File: src/rtl/contador_pkg.sv
// Shared constants and operation decode for the contador_* counter family.
package contador_pkg;

  localparam logic MODO_VOLTA  = 1'b0;
  localparam logic MODO_SATURA = 1'b1;
  localparam logic SOBE        = 1'b0;
  localparam logic DESCE       = 1'b1;

  typedef enum logic [1:0] {
    OP_NADA  = 2'd0,
    OP_ZERA  = 2'd1,
    OP_CARGA = 2'd2,
    OP_CONTA = 2'd3
  } op_e;

  // Only the highest-priority request acts on a given edge.
  function automatic op_e decodifica_op(input logic zera_s,
                                        input logic carrega,
                                        input logic conta);
    op_e op;
    op = OP_NADA;
    if (zera_s)       op = OP_ZERA;
    else if (carrega) op = OP_CARGA;
    else if (conta)   op = OP_CONTA;
    return op;
  endfunction

endpackage

File: src/rtl/contador_faixa_cmp.sv
// Range comparators for contador_faixa: boundary flags from Q and load range check.
module faixa_cmp
  import contador_pkg::*;
#(
  parameter int M    = 100,
  parameter int N    = 7,
  parameter int BASE = M/2-1
) (
  input  logic [N-1:0] i_q,
  input  logic [N-1:0] i_dado,
  output logic         o_fim,
  output logic         o_meio,
  output logic         o_dado_ok
);

  localparam logic [N-1:0] TOP_N  = N'(M-1);
  localparam logic [N-1:0] BASE_N = N'(BASE);

  assign o_fim     = (i_q == TOP_N);
  assign o_meio    = (i_q == BASE_N);
  assign o_dado_ok = (i_dado >= BASE_N) && (i_dado <= TOP_N);

endmodule

File: src/rtl/contador_faixa.sv
// Range counter BASE..M-1, up/down, wrap or saturate, with range-checked load.
// Down counting is only built when CONTADOR_FAIXA_DESCE_EN is defined.
module contador_faixa
  import contador_pkg::*;
#(
  parameter int M    = 100,
  parameter int N    = 7,
  parameter int BASE = M/2-1
) (
  input  logic         clock,
  input  logic         zera_as,
  input  logic         zera_s,
  input  logic         carrega,
  input  logic [N-1:0] dado,
  input  logic         conta,
  input  logic         desce,
  input  logic         modo,
  output logic [N-1:0] Q,
  output logic         fim,
  output logic         meio,
  output logic         volta,
  output logic         erro_carga
);

  localparam logic [N-1:0] TOP_N  = N'(M-1);
  localparam logic [N-1:0] BASE_N = N'(BASE);

  logic [N-1:0] r_q;
  logic         r_volta;
  logic         r_erro;

  logic [N-1:0] w_q_nxt;
  logic         w_volta_nxt;
  logic         w_erro_nxt;
  logic         w_fim;
  logic         w_meio;
  logic         w_dado_ok;
  op_e          w_op;

  faixa_cmp #(
    .M    (M),
    .N    (N),
    .BASE (BASE)
  ) u_cmp (
    .i_q       (r_q),
    .i_dado    (dado),
    .o_fim     (w_fim),
    .o_meio    (w_meio),
    .o_dado_ok (w_dado_ok)
  );

  assign w_op = decodifica_op(zera_s, carrega, conta);

`ifndef CONTADOR_FAIXA_DESCE_EN
  logic w_unused_desce;
  assign w_unused_desce = desce;
`endif

  always_comb begin
    w_q_nxt     = r_q;
    w_volta_nxt = 1'b0;
    w_erro_nxt  = r_erro;
    case (w_op)
      OP_ZERA: begin
        w_q_nxt    = BASE_N;
        w_erro_nxt = 1'b0;
      end
      OP_CARGA: begin
        // A rejected load leaves Q alone and latches the error.
        if (w_dado_ok) w_q_nxt    = dado;
        else           w_erro_nxt = 1'b1;
      end
      OP_CONTA: begin
`ifdef CONTADOR_FAIXA_DESCE_EN
        if (desce == DESCE) begin
          if (r_q > BASE_N) begin
            w_q_nxt = r_q - 1'b1;
          end else if (modo == MODO_VOLTA) begin
            w_q_nxt     = TOP_N;
            w_volta_nxt = 1'b1;
          end
        end else
`endif
        begin
          if (r_q < TOP_N) begin
            w_q_nxt = r_q + 1'b1;
          end else if (modo == MODO_VOLTA) begin
            w_q_nxt     = BASE_N;
            w_volta_nxt = 1'b1;
          end
        end
      end
      default: ;
    endcase
  end

  always_ff @(posedge clock or posedge zera_as) begin
    if (zera_as) begin
      r_q     <= BASE_N;
      r_volta <= 1'b0;
      r_erro  <= 1'b0;
    end else begin
      r_q     <= w_q_nxt;
      r_volta <= w_volta_nxt;
      r_erro  <= w_erro_nxt;
    end
  end

  assign Q          = r_q;
  assign fim        = w_fim;
  assign meio       = w_meio;
  assign volta      = r_volta;
  assign erro_carga = r_erro;

endmodule
File: config.mk
export PLATFORM = sky130hd
export DESIGN_NAME = contador_faixa
export DESIGN_NICKNAME = d
export VERILOG_FILES = /design/src/rtl/contador_pkg.sv /design/src/rtl/contador_faixa_cmp.sv /design/src/rtl/contador_faixa.sv
export SDC_FILE = /design/constraint.sdc
export NUM_CORES = 1
export LEC_CHECK = 0
export CAP_MARGIN = 20
export CORE_ASPECT_RATIO = 1.25
export CORE_UTILIZATION = 43
export CTS_CLUSTER_DIAMETER = 80
export DETAILED_ROUTE_END_ITERATION = 10
export PLACE_DENSITY = 0.73
export SLEW_MARGIN = 20
export SYNTH_ARGS = -nofsm -noshare
export SYNTH_HDL_FRONTEND = slang
export SYNTH_SLANG_ARGS = --single-unit
export TNS_END_PERCENT = 100
File: constraint.sdc
create_clock -name clock -period 2.1 [get_ports clock]
set_clock_uncertainty 0.05 [all_clocks]
set_input_delay 0.21 -clock clock [delete_from_list [all_inputs] [get_ports clock]]
set_output_delay 0.21 -clock clock [all_outputs]
set_load 0.01 [all_outputs]
; ---- Word-level counts from Yosys, hierarchy flattened
; Index checks and enable logic that the tools add are counted.
[word_totals]
out_inout_bits = 11
ff_bits = 9
wordCells = 32
in_bits = 14
[classes]
add_sub_neg = 1
n_reduce_logical = 5
n_lt_le_gt_ge = 3
n_mux = 12
eq_ne = 8
[ops]
columns = op, count
row1 = 7-bit 2-to-1 mux, 3
row2 = 7-bit one-hot mux with 3 select lines, 1
row3 = 7-bit by 1-bit adder with 7-bit output (second input constant), 1
row4 = 7-bit by 6-bit == test with 1-bit output (second input constant), 1
row5 = 7-bit == test (second input constant), 1
row6 = 7-bit by 6-bit greater-or-equal comparator with 1-bit output (second input constant), 1
row7 = 7-bit less-or-equal comparator (second input constant), 1
row8 = 7-bit < comparator (second input constant), 1
row9 = 2-bit 2-to-1 mux, 3
row10 = 2-bit == test (second input constant), 2
row11 = 1-bit 2-to-1 mux, 4
row12 = 3-bit inequality test (second input constant), 1
row13 = 3-bit AND reduction, 1
row14 = 3-bit nonzero test, 1
row15 = 2-bit by 1-bit == test with 1-bit output (second input constant), 1
row16 = 2-bit by 1-bit inequality test with 1-bit output (second input constant), 1
row17 = 2-bit inequality test (second input constant), 1
row18 = 1-bit one-hot mux with 2 select lines, 1
row19 = 2-bit AND reduction, 1
row20 = 2-bit nonzero test, 1
row21 = 1-bit logical AND, 1

; ---- Depth between registers and ports, before layout
[logic_depth]
word_depth = 6
depth_mapped = 6
depth_no_buf = 6

; ---- Cells and area by module
; Synthesis repeated with hierarchy kept, for this count alone.
[hier_totals]
hier_cells = 72
area_unflattened_um2 = 713.2
[by_module_without_submodules]
columns = module, seq_area_each_um2, instances, area_per_inst_um2, cells_each
row1 = contador_faixa, 229.0, 1, 648.1, 64
row2 = faixa_cmp, 0.0, 1, 65.1, 8

; ---- Least setup slack after synthesis
; OpenSTA, ideal clock, no wires.
[synth_timing]
kind = flip-flop to flip-flop
startpoint = register r_q[2], in the netlist Q[2]
endpoint = register r_q[0], in the netlist Q[0]
arrival_ps = 1598
required_time_ps = 1968
n_path_buf = 1
stages_incl_launch_ff = 7
setup_slack_ps = 369
period_less_slack_ps = 1731
path_cell_list = dfrtp_1 a2111oi_4 nor2_2 nand3_2 and2_4 buf_6 mux2_4
[synth_between]
elab_chain_len = 3
word_cells_on_any_way = 5
[synth_rtl]
columns = element, line_no
row1 = from (decl), contador_faixa.sv:28  ; logic [N-1:0] r_q;
row2 = from (signal assigned), contador_faixa.sv:103  ; r_q <= w_q_nxt;
row3 = 7-bit < comparator (*), contador_faixa.sv:85  ; if (r_q < TOP_N) begin
row4 = 3-bit inequality test (no line) or 7-bit 2-to-1 mux (tied branches), -
row5 = 3-bit AND reduction (no line) or 7-bit one-hot mux with 3 select lines (tied branches), -
; Mark *: on every way between the ends. The rest lies on a longest branch, timed or not.
; A chain may end at the register's enable or synchronous reset.

; ---- Final worst setup path
[layout_timing]
startpoint = register r_q[0], in the netlist Q[0]
endpoint = output port fim
[layout_between]
elab_chain_len = 1
[layout_rtl]
columns = element, line_no
row1 = 7-bit == test, contador_faixa_cmp.sv:19  ; assign o_fim = (i_q == TOP_N);
row2 = to (decl), contador_faixa.sv:19  ; output logic fim,
; No other way between the ends.

==> results <==
timing repair:
action,CTS,global route
setup endpoints to repair,2,0
hold buffers,0,0
gates resized for setup,3,0
flip-flops by register name, summed over array words and instances, names as in the netlist:
signal      count
Q               7
erro_carga      1
volta           1
cell type report:
type | instances | area, µm² | share of cell area
multi-input combinational | 63 | 453 | 0.455
timing repair buffer | 25 | 243 | 0.244
sequential | 9 | 229 | 0.230
clock buffer | 4 | 26.3 | 0.0264
inverter | 6 | 22.5 | 0.0226
tap | 18 | 22.5 | 0.0226
cells in the mapped netlist (all sizes together), types with 2 or more instances:
library cell / instances
nor3: 2
ha: 2
nand2: 11
nor4: 2
nor4b: 2
mux2: 2
or3: 2
a21oi: 3
a22o: 2
dfrtp: 6
nor2: 5
dfstp: 3
nor2b: 2
nand3: 7
inv: 6
o21ai: 8
cell families after synthesis:
logic type | after synthesis | synth area share
AO/OA/AOI/OAI | 21 | 0.240
XOR/XNOR | 1 | 0.0123
adder cells (fa/ha/maj) | 2 | 0.0351
buffers and inverters | 7 | 0.0474
flip-flops | 9 | 0.321
multiplexers | 2 | 0.0421
AND/OR/NAND/NOR | 37 | 0.302
critical path, cell delays in order (launching register included):
cell	delay, ns
dfstp_2	0.62
ha_2	0.25
nand3_1	0.08
nor4_1	0.15
dlygate4sd2_1	0.29
metrics by stage:
step	cells	hold slack (ns)	util	cell area [µm²]	setup WS, ns
floorplan	79	-0.0142	-	713	0.369
global placement	121	0.445	0.621	970	0.125
detailed placement	121	0.450	0.621	970	0.141
CTS	125	0.168	0.638	996	0.172
global route	125	0.182	0.638	996	0.104
finish	125	0.161	0.638	996	0.167
final timing paths:
| kind | startpoint | end | slack, ns | cells after the start |
|---|---|---|---|---|
| max reg2reg | Q[2] | Q[0] | 0.29 | 5 |
| min reg2reg | erro_carga | erro_carga | 0.49 | 2 |
| min | zera_as | erro_carga | 0.16 | 2 |
| max | Q[0] | fim | 0.17 | 4 |
| max in group asynchronous | zera_as | Q[0] | 1.54 | 2 |
| min in group clock | modo | volta | 0.48 | 2 |
cell usage in the layout, fill, tap and decap left out, types with 2 or more instances in the layout:
cell / netlist / routed
a21oi_1: 2 / 2
a22o_2: 2 / 2
buf_4: 0 / 2
clkbuf_4: 0 / 3
clkdlybuf4s50_1: 0 / 21
dfrtp_1: 6 / 6
dfstp_2: 3 / 3
dlygate4sd2_1: 0 / 2
inv_1: 6 / 6
mux2_4: 2 / 2
nand2_1: 11 / 11
nand3_1: 6 / 6
nor2_1: 4 / 4
nor2b_1: 2 / 2
nor4_1: 2 / 2
nor4b_1: 2 / 2
o21ai_0: 7 / 7
or3_1: 2 / 2
power by group:
part | switching [mW] | internal [mW] | leakage (nW)
sequential | 0.0302 | 0.193 | 0.111
combinational | 0.0768 | 0.0987 | 0.271
clock | 0.0646 | 0.0735 | 0.0150
total | 0.172 | 0.365 | 0.396
per-layer routing:
layer	wire, µm	part of all wire
met1	693	0.43
met2	776	0.49
met3	92	0.058
met4	34	0.021
met5	0	0
==> reports/qor.yml <==
global_route:
  overflow: 0
  grt_pass1_wl_um: 2610
  met3_usage: 0.0558
  grtUsageTotal: 0.207
  grt_use_met1: 0.268
  grt_max_degree: 10
  grt_pass1_vias: 614
  busiest_layer: "met2"
  met2_usage: 0.312
  antenna_found_initial: 0
outcome:
  status: "finished clean"
worst_setup_path:
  cp-end-kind: "output port"
  path_max_fanout: 7
  critPathLaunchType: "flip-flop"
  worst_ep_required_time_ns: 1.84
  path_class: "reg -> out"
  cp.arrival_ns: 1.67
timing:
  fmax_mhz: 517
  fin_crit_sh: 0.920
  final-setup-viol-count: 0
  setup_tns_ns: 0
  rsz0062_at_grt: "false"
  slew_headroom: 0.755
  hold_violations: 0
  fin_crit_ns: 1.93
  maxSlewViolCount: 0
  worst_pin_slew_ns: 0.367
synth:
  seq_area_frac_synth: 0.321
  synth_edf_count: 0
  yosysUniqueCellTypes: 35
  synth_fp_nets: 95
  synth_top_area_share: 0.211
  syn-instance-count: 79
  ys_seq_elements: 9
  syn_area_um2: 713
  async_reset_ff_frac: 1.00
  synthTopCellsByArea: "dfrtp_1 21%, dfstp_2 11%, nand2_1 5.8%"
  synthFlopType: "dfrtp_1"
  yosys.area.top_type: "dfrtp_1"
  syn_avg_cell_area_um2: 9.03
  ys_warn_count: 0
floorplanning:
  rows: 16
  fp.dieW_um: 38.4
  initial_core_util: 0.457
  die_h_um: 47.5
  core_area_um2: 1560
  io_pins: 25
  die-area_um2: 1830
final_layout:
  syn_to_final_growth_pct: 39.6
  nets: 124
  n_antenna_cell: 0
  drive_gt1_frac: 0.206
  fill_cells: 124
clocking:
  cts_buffers: 3
  postCtsSetupBuffers: 0
  path_clk_slew_ns: 0.06
  cts_tree: "built"
  htree_levels: 1
  clock-sinks: 9
  clk_root_buffer_cell: "clkbuf_4"
  clock_latency_ns: 0.27
  cts_buffer_depth: 2
worst_hold_path:
  hp-class: "in -> async"
placement:
  place_congestion: 0.887
  port_buffers: 23
  dp_hpwl_um: 1210
route:
  vias: 731
  drtPass1Iterations: 4
  first_iter_violations: 21
  drc: 0
  wl_per_cell_um: 12.8
  antenna_left: 0
  routed_wl_um: 1600
  via_per_inst: 5.85
power_and_ir_drop:
  leakage_nw: 0.396
  vdd_drop_max_mv: 0.354
  total_power_mw: 0.537
  p_per_area_nw_per_um2: 539
flow_run:
  cap_violations: 0
(Power assumes the default switching activity.)
